==> config.mk <==
export PLATFORM = sky130hd
export DESIGN_NAME = ec311_ver3_bcd2bin_seq_flat
export DESIGN_NICKNAME = d
export VERILOG_FILES = /design/src/rtl/ec311_ver3_bcd2bin_seq_if.sv /design/src/rtl/ec311_ver3_bcd2bin_seq.sv /design/src/flat_wrapper.sv
export SDC_FILE = /design/constraint.sdc
export NUM_CORES = 1
export LEC_CHECK = 0
export CORE_MARGIN = 4
export CORE_UTILIZATION = 46
export DETAILED_ROUTE_END_ITERATION = 8
export GPL_ROUTABILITY_DRIVEN = 0
export PLACE_DENSITY = 0.8
export SKIP_LAST_GASP = 1
export SLEW_MARGIN = 15
export SYNTH_ARGS = -nofsm -noshare
export SYNTH_HDL_FRONTEND = slang
export SYNTH_SLANG_ARGS = --single-unit
==> constraint.sdc <==
create_clock -name clk -period 7.62 [get_ports clk]
set_input_delay 1.524 -clock clk [delete_from_list [all_inputs] [get_ports clk]]
set_output_delay 1.524 -clock clk [all_outputs]
set_load 0.03 [all_outputs]
==> src/rtl/ec311_ver3_bcd2bin_seq_if.sv <==
// ---------------------------------------------------------------------------
// ec311_ver3_bcd2bin_seq_if
// Bundles the request/result signals of the sequential BCD-to-binary
// converter.
//   start    : conversion request, sampled on the rising clock edge
//   bcd_in   : packed BCD {thousands, hundreds, tens, ones}
//   bin_out  : registered 14-bit binary result
//   busy     : conversion in progress
//   done     : one-cycle pulse, bin_out has just been updated
//   err      : invalid-digit flag (only active with BCD_CHECK_EN)
// Modports: master drives requests, slave is the converter.
// ---------------------------------------------------------------------------
interface ec311_ver3_bcd2bin_seq_if;
    logic        start;
    logic [15:0] bcd_in;
    logic [13:0] bin_out;
    logic        busy;
    logic        done;
    logic        err;

    modport master (
        output start, bcd_in,
        input  bin_out, busy, done, err
    );

    modport slave (
        input  start, bcd_in,
        output bin_out, busy, done, err
    );
endinterface

==> src/rtl/ec311_ver3_bcd2bin_seq.sv <==
// ---------------------------------------------------------------------------
// ec311_ver3_bcd2bin_seq
// Sequential 4-digit BCD to binary converter. One digit is folded into the
// accumulator per cycle (acc = acc*10 + digit), thousands digit first.
// A conversion accepted on edge N is reported with a done pulse after edge
// N+4; busy covers the four cycles before that.
//
// Ports:
//   clk    : rising-edge clock
//   rst_n  : asynchronous active-low reset
//   bus    : ec311_ver3_bcd2bin_seq_if.slave (start, bcd_in, bin_out,
//            busy, done, err)
//
// Configuration macro:
//   BCD_CHECK_EN : when defined, a captured digit above 9 makes the
//                  conversion report bin_out=0 with err=1; err holds until
//                  the next accepted start. When undefined, err is tied low
//                  and out-of-range digits are used arithmetically.
// ---------------------------------------------------------------------------
module ec311_ver3_bcd2bin_seq (
    input  logic                          clk,
    input  logic                          rst_n,
    ec311_ver3_bcd2bin_seq_if.slave       bus
);

    typedef enum logic [1:0] {
        IDLE = 2'd0,
        CONV = 2'd1,
        DONE = 2'd2
    } state_t;

    state_t      state_q, state_d;
    logic [15:0] bcd_q,   bcd_d;
    logic [13:0] acc_q,   acc_d;
    logic [13:0] bin_q,   bin_d;
    logic [1:0]  idx_q,   idx_d;
    logic        busy_q,  busy_d;
    logic        done_q,  done_d;
`ifdef BCD_CHECK_EN
    logic        bad_q,   bad_d;
    logic        err_q,   err_d;
`endif

    logic [3:0]  digit;
    logic [13:0] acc_next;

    // acc*10 + digit, built from shifts and kept to 14 bits (mod 2^14).
    function automatic logic [13:0] mac10(input logic [13:0] acc,
                                          input logic [3:0]  dig);
        logic [13:0] r;
        r = (acc << 3) + (acc << 1) + {10'd0, dig};
        return r;
    endfunction

`ifdef BCD_CHECK_EN
    function automatic logic any_bad_digit(input logic [15:0] b);
        logic bad;
        bad = 1'b0;
        for (int i = 0; i < 4; i++) begin
            if (b[i*4 +: 4] > 4'd9) bad = 1'b1;
        end
        return bad;
    endfunction
`endif

    assign digit    = bcd_q[{idx_q, 2'b00} +: 4];
    assign acc_next = mac10(acc_q, digit);

    always_comb begin
        state_d = state_q;
        bcd_d   = bcd_q;
        acc_d   = acc_q;
        bin_d   = bin_q;
        idx_d   = idx_q;
        busy_d  = busy_q;
        done_d  = 1'b0;
`ifdef BCD_CHECK_EN
        bad_d   = bad_q;
        err_d   = err_q;
`endif
        case (state_q)
            // DONE always leaves on the next edge. A start seen on that same
            // edge is taken directly so back-to-back requests run at one
            // conversion every 5 cycles.
            IDLE, DONE: begin
                state_d = IDLE;
                if (bus.start) begin
                    state_d = CONV;
                    bcd_d   = bus.bcd_in;
                    acc_d   = '0;
                    idx_d   = 2'd3;
                    busy_d  = 1'b1;
`ifdef BCD_CHECK_EN
                    bad_d   = any_bad_digit(bus.bcd_in);
                    err_d   = 1'b0;
`endif
                end
            end
            CONV: begin
                acc_d = acc_next;
                idx_d = idx_q - 2'd1;
                if (idx_q == 2'd0) begin
                    state_d = DONE;
                    idx_d   = '0;
                    busy_d  = 1'b0;
                    done_d  = 1'b1;
`ifdef BCD_CHECK_EN
                    bin_d   = bad_q ? 14'd0 : acc_next;
                    err_d   = bad_q;
`else
                    bin_d   = acc_next;
`endif
                end
            end
            default: begin
                state_d = IDLE;
                busy_d  = 1'b0;
            end
        endcase
    end

    always_ff @(posedge clk or negedge rst_n) begin
        if (!rst_n) begin
            state_q <= IDLE;
            bcd_q   <= '0;
            acc_q   <= '0;
            bin_q   <= '0;
            idx_q   <= '0;
            busy_q  <= 1'b0;
            done_q  <= 1'b0;
`ifdef BCD_CHECK_EN
            bad_q   <= 1'b0;
            err_q   <= 1'b0;
`endif
        end else begin
            state_q <= state_d;
            bcd_q   <= bcd_d;
            acc_q   <= acc_d;
            bin_q   <= bin_d;
            idx_q   <= idx_d;
            busy_q  <= busy_d;
            done_q  <= done_d;
`ifdef BCD_CHECK_EN
            bad_q   <= bad_d;
            err_q   <= err_d;
`endif
        end
    end

    assign bus.bin_out = bin_q;
    assign bus.busy    = busy_q;
    assign bus.done    = done_q;
`ifdef BCD_CHECK_EN
    assign bus.err     = err_q;
`else
    assign bus.err     = 1'b0;
`endif

endmodule

==> src/flat_wrapper.sv <==
// flat-port wrapper written by rule: the top's interface ports become plain ports
module ec311_ver3_bcd2bin_seq_flat 
  (clk, rst_n, bus_start, bus_bcd_in, bus_bin_out, bus_busy, bus_done, bus_err);
  ec311_ver3_bcd2bin_seq_if bus_i ();
  input  logic clk;
  input  logic rst_n;
  input wire logic [$bits(bus_i.start)-1:0] bus_start;
  input wire logic [$bits(bus_i.bcd_in)-1:0] bus_bcd_in;
  output wire logic [$bits(bus_i.bin_out)-1:0] bus_bin_out;
  output wire logic [$bits(bus_i.busy)-1:0] bus_busy;
  output wire logic [$bits(bus_i.done)-1:0] bus_done;
  output wire logic [$bits(bus_i.err)-1:0] bus_err;
  assign bus_i.start = bus_start;
  assign bus_i.bcd_in = bus_bcd_in;
  assign bus_bin_out = bus_i.bin_out;
  assign bus_busy = bus_i.busy;
  assign bus_done = bus_i.done;
  assign bus_err = bus_i.err;
  ec311_ver3_bcd2bin_seq u_core (.clk(clk), .rst_n(rst_n), .bus(bus_i));
endmodule
# [Word-level counts from Yosys, hierarchy flattened]
# Cells that the tools add are included.
[word_totals] ff_bits=49 in_bits=19 out_inout_bits=17
[classes] n_addsub=3 eq_ne=4 shifts=1 n_mux=13 n_reduce_logical=8
[ops] op="$pmux 13 s2" count=1
[ops] op="$shiftx 16x5->4" count=1
[ops] op="$add 14x14->14" count=1
[ops] op="$add 14x4->14" count=1
[ops] op="$mux 13" count=1
[ops] op="$pmux 2 s2" count=2
[ops] op="$reduce_and 2->1" count=4
[ops] op="$mux 2" count=3
[ops] op="$mux 1" count=5
[ops] op="$logic_not 2->1" count=2
[ops] op="$eq 2x1->1 const B" count=1
[ops] op="$eq 2x2->1 const B" count=1
[ops] op="$ne 2x1->1 const B" count=1
[ops] op="$ne 2x2->1 const B" count=1
[ops] op="$pmux 1 s2" count=1
[ops] op="$reduce_bool 2->1" count=1
[ops] op="$reduce_or 2->1" count=1
[ops] op="$sub 2x1->2 const B" count=1

# [Longest topological paths before layout]
# Gate-level depths: netlist (run 1).
[depth] ltp_word=4 depth_mapped=11 ltp_nobuf=10

# [Worst setup path after synthesis (run 1)]
# OpenSTA, ideal clock, no wires.
[synth_path] path_type="register to register" startpoint="register u_core.idx_q[0]" endpoint="register u_core.bin_q[10] (netlist: u_core.bus.bin_out[10])" arrival_ns=2.920 required_ns=7.495 setup_slack_ns=4.576 path_stages_with_launch=11 path_buffers=1 path_cell_list="dfrtp_1 -> buf_2 -> mux4_2 -> ha_1 -> ha_1 -> fa_1 -> a21o_1 -> a221oi_2 -> o21ai_0 -> xor2_1 -> mux2_2"
[synth_between] elab_chain_cells=2 elab_cells_between_ends=4
[synth_lines] element="from (decl)" line_no="ec311_ver3_bcd2bin_seq.sv:36" text="logic [1:0] idx_q, idx_d;"
[synth_lines] element="from (signal assigned)" line_no="ec311_ver3_bcd2bin_seq.sv:140" text="idx_q <= idx_d;"
[synth_lines] element="$shiftx 16x5->4 or $logic_not 2->1 (tied branches)" line_no="ec311_ver3_bcd2bin_seq.sv:66, ec311_ver3_bcd2bin_seq.sv:102"
[synth_lines] element="$add 14x4->14 or $reduce_and 2->1 (tied branches)"
[synth_lines] element="to (signal assigned)" line_no="ec311_ver3_bcd2bin_seq.sv:139" text="bin_q <= bin_d;"
[synth_lines] element="to (decl)" line_no="ec311_ver3_bcd2bin_seq.sv:35" text="logic [13:0] bin_q, bin_d;"
# Several ways; a longest one is shown, not always the timed one.
# A chain may end at the register's enable or synchronous reset.

# [Worst setup path after layout (run 1)]
# Same ends and word-level chain as after synthesis.

==> flow_metrics.tcl, run 1 <==
set metrics [dict create \
    synth_top_family_by_area "simple AND/OR/NAND/NOR gates" \
    synth.mux.area_fraction_pct 4.42 \
    setup_tns_ns 0 \
    drt_iter0_drc 89 \
    relSlewSlack_pct 38.9 \
    async_flop_share_pct 100 \
    synth.net_count 296 \
    final.period_utilization_pct 43.6 \
    critPathRequiredTime_ns 7.81 \
    syn_area_um2 2550 \
    r2r-end "u_core.bus.bin_out[10]" \
    final_cell_mix "79 x nand2_1, 49 x dfrtp_1, 33 x clkdlybuf4s50_1" \
    final_antenna_net_count 0 \
    crit_path_end "u_core.bus.bin_out[10]" \
    ir_worst_vdd_uv 192 \
    grtUsageMet2_pct 31.1 \
    clk_latency_ns 0.30 \
    synth_simple_gate_area_share_pct 15.5 \
    worstMarginPinSlew_ns 0.913 \
    worstSetupPathType "reg2reg" \
    coreArea_um2 5240 \
    antenna_cells 0 \
    routedWlPerCell_um 14.4 \
    area_delta_synth_final_pct 18.5 \
    r2r_cells 9 \
    cp_data_arrival_time_ns 3.52 \
    drv_cap 0 \
    grt_pass1_vias 1977 \
    regArea_um2 1230 \
    cellPowerDensity_nw_per_um2 511 \
    io_buffers 34 \
    final_core_util_pct 57.6 \
    synth_cell_type_count 37 \
    reg2reg_from "u_core.idx_q[0]" \
    fmax_mhz 301 \
    p_leak_nw 1.49 \
    synth_edf_count 0 \
    worst-r2r-setup-slack_ns 4.29 \
    grt_overflow 0 \
    num-fill-cells 467 \
    seq_area_frac_synth_pct 48.1 \
    startpoint "u_core.idx_q[0]" \
    grt_max_degree 50 \
    antenna_found_initial 0 \
    cts_tree "yes" \
    end_kind "register" \
    postCtsResizedCells 0 \
    drc 0 \
    critPathMaxFanout 7 \
    clkSinkCount 49 \
    finalPower_mw 1.54 \
    io_pins 36 \
    grt_pass1_wl_um 8940 \
    hold_class "reg2reg" \
    yosys.area_share.adder_pct 12.4 \
    synth_xor_area_share_pct 3.09 \
    rows 26 \
    syn_inst 253 \
    grt_use_total_pct 17.2 \
    ys.flop_type "dfrtp_1" \
    routed_wl_um 5100 \
    status "finished, final reports clean" \
    clkTransAtPathRegs_ns 0.09 \
    via_per_inst 5.23 \
    nets 327 \
    setup-violations-final 0 \
    start_util_pct 48.7 \
    grtUsageMet3_pct 2.60 \
    layout_commonest_cell "nand2_1" \
    hold_viol_final 0 \
    top_usage_layer "met2" \
    drv_slew 0 \
    worst_setup_path_start_kind "register" \
    clockRootBuffer "clkbuf_8" \
    synth.avg_cell_area_um2 10.1 \
    min_period_ns 3.33 \
    skew_ns 0.00802 \
    cts_setup_buffers 0 \
    die_w_um 82.4 \
    synth-compound-area-share_pct 13.3 \
    fp.dieArea_um2 6800 \
    cts_max_level 2 \
    clk_path_buf_depth 2 \
    drive_gt1_share_pct 7.75 \
    cts_inserted_buffers 5 \
    dieHeight_um 82.4 \
    yosys_register_bits 49 \
    yosys_warnings 0 \
    cts_hold_buf 0 \
    multi_input_area_um2 1240 \
    hpwlAfterDp_um 3780 \
    rsz0062_at_grt "no" \
    grt_use_met1_pct 20.7 \
    drt_pass1_iterations 4 \
    vias 1853 \
]
[critical path, cell delays in order (launching register included)]
cell	delay (ns)
dfrtp_1	0.53
mux4_2	0.55
ha_1	0.30
ha_1	0.23
fa_1	0.42
a21o_1	0.22
a221oi_2	0.33
o21ai_0	0.19
xor2_1	0.18
mux2_2	0.28
[synthesized netlist by cell type (3+ instances only)]
cell      count  area, um^2
ha_1         22         275
buf_2         3        15.0
nand2_1      79         297
a21oi_1       6        30.0
clkbuf_1      7        26.3
o21ai_0      18        90.1
xor2_1        4        35.0
nor2b_1       3        18.8
a22o_1        5        43.8
nor2_1        4        15.0
dfrtp_1      49        1230
xnor2_1       5        43.8
mux4_2        4        90.1
a21o_1        5        37.5
inv_1         7        26.3
a31o_2        4        35.0
[sequential cells by signal (all words and copies together), names as in the netlist]
register and count:
u_core.acc_q 13, u_core.bcd_q 16, u_core.bus.bin_out 14, u_core.bus.busy 1, u_core.bus.done 1, u_core.idx_q 2
u_core.state_q 2
[logic make-up after synthesis]
kind of cell               Yosys count
and+or+nand+nor                     96
AOI/OAI and AO/OA                   49
DFF                                 49
adders and majority gates           24
buffers and inverters               19
xor gates and xnor gates             9
muxes                                6
other                                1
[worst min-delay path by stage]
stage / startpoint / endpoint / cells after the start
after global placement: u_core.bcd_q[2] / u_core.bcd_q[2] / 2
after global routing: u_core.bcd_q[11] / u_core.bcd_q[11] / 2
after detailed placement: u_core.bus.bin_out[2] / u_core.bus.bin_out[2] / 2
after CTS: u_core.bus.bin_out[2] / u_core.bus.bin_out[2] / 2
after floorplan: u_core.bcd_q[10] / u_core.bcd_q[10] / 2
final: u_core.bus.bin_out[2] / u_core.bus.bin_out[2] / 2
[report_power, final]
group	internal, mW	total (mW)	switching [mW]	leakage [nW]
Sequential	0.389	0.479	0.0893	0.606
Combinational	0.395	0.906	0.511	0.843
Clock	0.0722	0.156	0.0840	0.0443
Total	0.857	1.54	0.685	1.49
[stage by stage]
stage	hold WS, ns	instances	instance area, um^2	setup slack (ns)
3_3_place_gp	0.454	347	2930	4.33
2_1_floorplan	0.440	253	2550	4.58
5_1_grt	0.513	354	3020	4.12
3_5_place_dp	0.466	347	2930	4.23
6_report	0.482	354	3020	4.29
4_1_cts	0.486	354	3020	4.29
[layer usage]
layer	part of all wire (%)	vias to the layer above
li1	-	923
met4	1.6	0
met2	51	37
met1	44	886
met3	3.9	7
met5	0	-
[final cells by class]
type	instances	area share, %
multi-input cells	185	41.2
flip-flops and latches	49	40.6
repair buffers	35	11.4
well taps	70	2.90
clock buffers	7	2.86
inverters	8	0.995
No activity file was read; power rests on OpenSTA's default activity.
==> inputs of run 2 (changes only) <==
==> constraint.sdc (replaced) <==
create_clock -name clk -period 3.34 [get_ports clk]
set_input_delay 0.668 -clock clk [delete_from_list [all_inputs] [get_ports clk]]
set_output_delay 0.668 -clock clk [all_outputs]
set_load 0.03 [all_outputs]
==> run 2 against run 1 <==
Clock power increased by 120%. Maximum frequency increased by 5.7%. Critical path depth unchanged. Global-route usage decreased by 0.43 points. Non-clock buffer count increased by 5. Wire length decreased by 1.5%. Sequential power increased by 130%. Clock-buffer cell count decreased by 2. Register-to-register slack got worse by 4.1 ns. Hold slack got worse by 0.12 ns. Utilization increased by 0.74 points. Via count decreased by 0.49%. Largest power group unchanged.
==> flow_metrics.tcl, run 2 (same netlist as run 1, synthesis figures left out) <==
set metrics [dict create \
    critPathRequiredTime_ns 3.53 \
    clk_path_buf_depth 2 \
    hpwlAfterDp_um 3780 \
    setup-violations-final 0 \
    die_w_um 82.4 \
    hold_viol_final 0 \
    via_per_inst 5.12 \
    setup_tns_ns 0 \
    io_buffers 34 \
    largest_register "u_core.bcd_q" \
    area_delta_synth_final_pct 20.0 \
    ir_worst_vdd_uv 450 \
    drt_pass1_iterations 4 \
    drv_cap 0 \
    final_antenna_net_count 0 \
    worstSetupPathType "reg2reg" \
    drc 0 \
    final_cell_mix "79 x nand2_1, 48 x dfrtp_1, 33 x clkdlybuf4s50_1" \
    crit_chain "mux4_2 -> ha_1 -> ha_1 -> fa_1 -> a21o_1 -> a221oi_2 -> o21ai_0 -> xor2_1 -> mux2_2" \
    clockPowerShare_pct 9.6 \
    drv_slew 0 \
    skew_ns 0.00401 \
    grt_use_met1_pct 20.6 \
    antenna_found_initial 0 \
    end_kind "register" \
    grt_max_degree 50 \
    drive_gt1_share_pct 10.3 \
    grtUsageMet3_pct 3.25 \
    critPathMaxFanout 6 \
    status "finished, final reports clean" \
    cp_data_arrival_time_ns 3.33 \
    clkSinkCount 49 \
    grt_overflow 0 \
    path_common_cell "ha_1" \
    cts_max_level 2 \
    dieHeight_um 82.4 \
    coreArea_um2 5240 \
    grt_use_total_pct 16.8 \
    layout_commonest_cell "nand2_1" \
    p_sw_mw 1.57 \
    fp.dieArea_um2 6800 \
    drt_iter0_drc 62 \
    largest_reg_flops 16 \
    critPathMaxStageDelay_ns 0.52 \
    fmax_mhz 318 \
    fin_area_um2 3060 \
    p_comb_share_pct 59.7 \
    p_leak_nw 1.52 \
    relSlewSlack_pct 54.4 \
    top_usage_layer "met2" \
    clkTransAtPathRegs_ns 0.09 \
    cts_inserted_buffers 5 \
    fin_hold_ws_ns 0.360 \
    cts_tree "yes" \
    slowest_stage "mux4_2" \
    vias 1844 \
    cts_hold_buf 0 \
    crit_family "adder cells" \
    grtUsageMet2_pct 30.0 \
    io_pins 36 \
    grt_pass1_vias 1922 \
    placed_cell_area_um2 2950 \
    antenna_cells 0 \
    final.period_utilization_pct 94.2 \
    crit_buf_inv 0 \
    p_seq_share_pct 30.7 \
    routed_wl_um 5020 \
    min_period_ns 3.15 \
    nets 332 \
    rows 26 \
    worst_setup_path_start_kind "register" \
    rsz0062_at_grt "no" \
    start_util_pct 48.7 \
    routedWlPerCell_um 14.0 \
    p_int_mw 1.97 \
    grt_pass1_wl_um 8690 \
    p_sw_share_pct 44.3 \
    clk_latency_ns 0.30 \
    hold_class "in2async" \
    cellPowerDensity_nw_per_um2 1160 \
    worstMarginPinSlew_ns 0.684 \
    clockRootBuffer "clkbuf_8" \
]
==> run 2: cell types whose count changed in the layout (fill, tap and decap cells not counted) <==
cell	delta
buf_4	+5
clkinv_2	+2
clkbuf_1	-1
clkbuf_8	-1
clkinvlp_4	+1
dfrtp_1	-1
dfrtp_2	+1
==> run 2: per-stage QoR <==
stage          utilization [%]  worst slack [ns]  total power, mW  instances
6_report                  58.4             0.195             3.54        360
4_1_cts                   58.0            0.0668             3.56        358
3_5_place_dp              56.4            0.0943             3.21        350
2_1_floorplan                -             0.296             2.59        253
3_3_place_gp              56.4             0.160             3.11        350
5_1_grt                   58.4            0.0309             3.88        360
==> run 2: final timing paths <==
check / startpoint / endpoint / slack [ns] / cells past startpoint
max in group asynchronous: rst_n / u_core.idx_q[0] / 2.55 / 1
worst max register to register: u_core.idx_q[0] / u_core.bus.bin_out[10] / 0.19 / 9
min in group clk: u_core.bcd_q[14] / u_core.bcd_q[14] / 0.48 / 2
worst max-delay path: u_core.idx_q[0] / u_core.bus.bin_out[10] / 0.19 / 9
worst min-delay path: rst_n / u_core.bus.bin_out[12] / 0.36 / 1
worst min register to register: u_core.bcd_q[14] / u_core.bcd_q[14] / 0.48 / 2
==> run 2: final cells by class <==
class	instances	area (um^2)
inverter	8	30.0
tap	70	87.6
fill	483	2180
multi-input combinational	185	1240
sequential	49	1230
clock inverter	3	17.5
timing repair buffer	40	383
clock buffer	5	68.8
==> run 2: worst reg2reg max path, cell delays in order (launching register included) <==
cell and delay [ns]:
dfrtp_2 0.45, mux4_2 0.52, ha_1 0.29, ha_1 0.22, fa_1 0.41, a21o_1 0.23
a221oi_2 0.32, o21ai_0 0.17, xor2_1 0.17, mux2_2 0.27
==> run 2: routing by layer <==
metal  share of wire, %  wire [um]
met1                 44       2220
met2                 51       2570
met3                3.8        191
met4               0.74         37
met5                  0          0
==> run 2: repair_timing <==
item                                    in CTS  in global routing
endpoints found under the setup margin       0                  2
gates resized for setup                      0                  1
setup buffers                                0                  2
==> run 2: power groups by stage <==
stage / clock (mW) / sequential [mW] / combinational, mW
floorplan: 0 / 1.22 / 1.37
global placement: 0 / 1.10 / 2.01
detailed placement: 0 / 1.11 / 2.10
CTS: 0.350 / 1.10 / 2.11
global route: 0.374 / 1.13 / 2.37
finish: 0.339 / 1.09 / 2.12
==> patch 1: new RTL, flow settings as in run 2 <==
Add a define of `BCD_CHECK_EN`.
--- a/src/rtl/ec311_ver3_bcd2bin_seq.sv
+++ b/src/rtl/ec311_ver3_bcd2bin_seq.sv
@@ -17,6 +17,8 @@
 //                  the next accepted start. When undefined, err is tied low
 //                  and out-of-range digits are used arithmetically.
 // ---------------------------------------------------------------------------
+`define BCD_CHECK_EN
+
 module ec311_ver3_bcd2bin_seq (
     input  logic                          clk,
     input  logic                          rst_n,
Formal check against the unedited RTL: not equivalent (a bounded check fails within 10 cycles, from zero or initial values and one cycle with rst_n low).
==> patch 1 against run 2 <==
- critical path depth stayed put
- total power up 1.4%
- area after synthesis is 5.9% higher
- sequential cell count rose by 2
- setup slack improved by 0.0041 ns
- critical endpoint unchanged
- routed wire length up 14%
- design area grew 5.5%
- clock skew rose by 0.0039 ns
- worst hold slack gained 0.059 ns
==> patch 1: results (changes against run 2) <==
Peak VDD IR 436 uV (was 450 uV); Fin Clk Skew 0.00790 ns (was 0.00401 ns); period utilisation layout 0.941 (was 0.942); Pleak 1.56 nW (was 1.52 nW); initial DRC count 90 (was 62); Synth top cells by count nand2_1 (67), dfrtp_1 (51), ha_1 (22) (was nand2_1 (79), dfrtp_1 (49), ha_1 (22)); final hold slack 0.419 ns (was 0.360 ns); Buffers on Ports 35 (was 34); global-route wire length before repair 9830 um (was 8690 um); Worst Tran Pin Value 0.719 ns (was 0.684 ns); outcome complete, no violations (unchanged); placed cells 368 (was 350); Placement Cell Area 3130 um^2 (was 2950 um^2); Placement Setup Slack 0.0841 ns (was 0.0943 ns); all-layer global routing usage 0.167 (was 0.168); Finished Layout Cells 377 (was 360); Detail Placement HPWL 4390 um (was 3780 um); CP Max Fanout 5 (was 6); ranking of synthesized cells by area dfrtp_1 (47%), ha_1 (10%), nand2_1 (9.3%) (was dfrtp_1 (48%), nand2_1 (12%), ha_1 (11%)); number of distinct library cells after synthesis 38 (was 37); NumNets Final 347 (was 332); post-synthesis sequential area ratio 0.473 (was 0.481); Post-Syn Instances 266 (was 253); share of cells above drive strength 1 0.0754 (was 0.103); fraction of the mapped netlist area in adder cells 0.117 (was 0.124); Synth Area in XOR/XNOR 0.0227 (was 0.0309); post-synthesis compound-gate area fraction 0.172 (was 0.133); Switching Share 0.443 (about the same); Post-Synthesis Net Count 309 (was 296); WP data arrival 3.32 ns (was 3.33 ns)
## patch 1: how the worst max path moves through the flow
stage	start	endpoint	depth (start not counted)
after global placement	u_core.idx_q[0]	u_core.bus.bin_out[10]	9
after CTS	u_core.idx_q[0]	u_core.bus.bin_out[10]	9
after detailed placement	u_core.idx_q[0]	u_core.bus.bin_out[10]	9
after floorplan	u_core.idx_q[0]	u_core.bus.bin_out[10]	10
final	u_core.idx_q[0]	u_core.bus.bin_out[10]	9
after global routing	u_core.idx_q[0]	u_core.bus.bin_out[10]	9
## patch 1: worst max-delay path, stage by stage (launching register included)
cell and delay (ns):
dfrtp_2 0.44, mux4_2 0.51, inv_1 0.09, fa_1 0.45
fa_1 0.47, nand2b_1 0.19, a21oi_2 0.16, o211ai_1 0.20
and2_0 0.21, a221o_1 0.30
## patch 1: what timing repair did
action                     in CTS  in global routing
buffers inserted                0                  1
setup endpoints to repair       0                  3
gates resized for setup         0                  1
## patch 1: layout make-up
class                           instances  area, um^2  share of cell area
Multi-Input combinational cell        194        1340               0.416
Clock buffer                            6        72.6              0.0225
Timing Repair Buffer                   41         390               0.121
Tap cell                               72        90.1              0.0279
Clock inverter                          2        12.5             0.00388
Inverter                               11        41.3              0.0128
Sequential cell                        51        1280               0.396
## patch 1: layer usage
metal	track usage	wire length, um	up-vias
met5	0	0	-
met4	0.0403	54	0
met3	0.0304	245	8
met2	0.308	3010	39
met1	0.201	2400	1040
li1	-	-	1014
## patch 1: power by group through the flow
stage / clock [mW] / sequential [mW] / combinational, mW
after floorplan: 0 / 1.20 / 1.45
after global placement: 0 / 1.12 / 2.05
after detailed placement: 0 / 1.13 / 2.12
after CTS: 0.352 / 1.12 / 2.14
after global routing: 0.381 / 1.15 / 2.37
final: 0.347 / 1.11 / 2.13
==> patch 2: new RTL, flow settings as in run 2 <==
Without the edit above. Make the reset (`rst_n`) synchronous in one clocked block. Comments in the files are not updated.
--- a/src/rtl/ec311_ver3_bcd2bin_seq.sv
+++ b/src/rtl/ec311_ver3_bcd2bin_seq.sv
@@ -119,7 +119,7 @@
         endcase
     end
 
-    always_ff @(posedge clk or negedge rst_n) begin
+    always_ff @(posedge clk) begin
         if (!rst_n) begin
             state_q <= IDLE;
             bcd_q   <= '0;
Formal check against the unedited RTL: differs if rst_n is asserted again (counterexample within 4 cycles, from zero or initial values and one cycle with rst_n low); with rst_n held inactive, the same outputs for 10 cycles.
==> patch 2 against run 2 <==
- utilization is 0.78 points lower
- fmax is 1.5% higher
- sequential share of layout area is 9.8 points lower
- sequential cell count stayed put
- highest routed layer unchanged
- die area is 5.9% higher
- global-route usage is 1.2 points higher
- routed wire length is 22% higher
- design area is 5.6% higher
- setup slack better by 0.047 ns
- area after synthesis is 6.6% higher
- critical endpoint is now u_core.bus.bin_out[12]
- synthesized cell count is 24% higher
Power is left out: it rests on default switching activity, and per cell area and clock period it moved more than threefold.
==> patch 2: results (changes against run 2) <==
Post-Synthesis Net Count 356 (was 296); post-synthesis sequential area ratio 0.361 (was 0.481); Fin Clk Skew 0.00610 ns (was 0.00401 ns); vias per cell 5.55 (was 5.12); vias in the first global route 2285 (was 1922); Min-Delay Path Class reg2reg (was in2async); r2r setup slk 0.24 ns (was 0.19 ns); clk root buf clkbuf_8 (unchanged); Detail Placement HPWL 4620 um (was 3780 um); met2 GRT Util 0.312 (was 0.300); seq_cells 49 (unchanged); met3 WL 310 um (was 191 um); global-route wire length before repair 10600 um (was 8690 um); NumNets Final 386 (was 332); met3 Use GR 0.0340 (was 0.0325); buffering overhead 0.122 (was 0.125); initial DRC count 170 (was 62); register area 981 um^2 (was 1230 um^2); Worst Tran Pin Value 0.790 ns (was 0.684 ns); Layout fillers 544 (was 483); clkbuf count 6 (was 5); maximum number of pins on one net before global-route repair 39 (was 50); Synth top cells by count nand2_1 (56), dfxtp_1 (49), a21boi_0 (25) (was nand2_1 (79), dfrtp_1 (49), ha_1 (22)); share of cells above drive strength 1 0.0552 (was 0.103); WP data arrival 3.31 ns (was 3.33 ns); CP startpoint u_core.idx_q[0] (unchanged); Non-Clock Buffer Count 41 (was 40); CTS max path bufs 2 (unchanged); GR Util met1 0.226 (was 0.206); wirelength, routed 6150 um (was 5020 um); Met2 Routed Length 3080 um (was 2570 um); multi-input gate share of total cell area 0.501 (was 0.407); inverter count 10 (was 8); all-layer global routing usage 0.180 (was 0.168); met1 WL 2700 um (was 2220 um); number of distinct library cells after synthesis 44 (was 37); clock-cell share of area 0.0345 (was 0.0282); outcome complete, no violations (unchanged); multi-input gates 236 (was 185)
## patch 2: through the flow
stage | std cells | cell area (um^2) | hold slack [ns] | setup WS, ns | utilization
2_1_floorplan | 313 | 2720 | 0.440 | 0.440 | -
3_3_place_gp | 408 | 3120 | 0.447 | 0.434 | 0.556
3_5_place_dp | 408 | 3120 | 0.456 | 0.305 | 0.556
4_1_cts | 416 | 3230 | 0.468 | 0.278 | 0.576
5_1_grt | 416 | 3230 | 0.499 | 0.0175 | 0.576
6_report | 416 | 3230 | 0.463 | 0.242 | 0.576
## patch 2: cell families after synthesis
| kind of cell | after synthesis | synth area share |
|---|---|---|
| fa+ha+maj | 24 | 0.116 |
| buf+inv | 28 | 0.0433 |
| xor+xnor | 4 | 0.0129 |
| compound gates | 82 | 0.209 |
| mux | 6 | 0.0405 |
| flops | 49 | 0.361 |
| other cells | 1 | 0.00138 |
| simple gates | 119 | 0.216 |
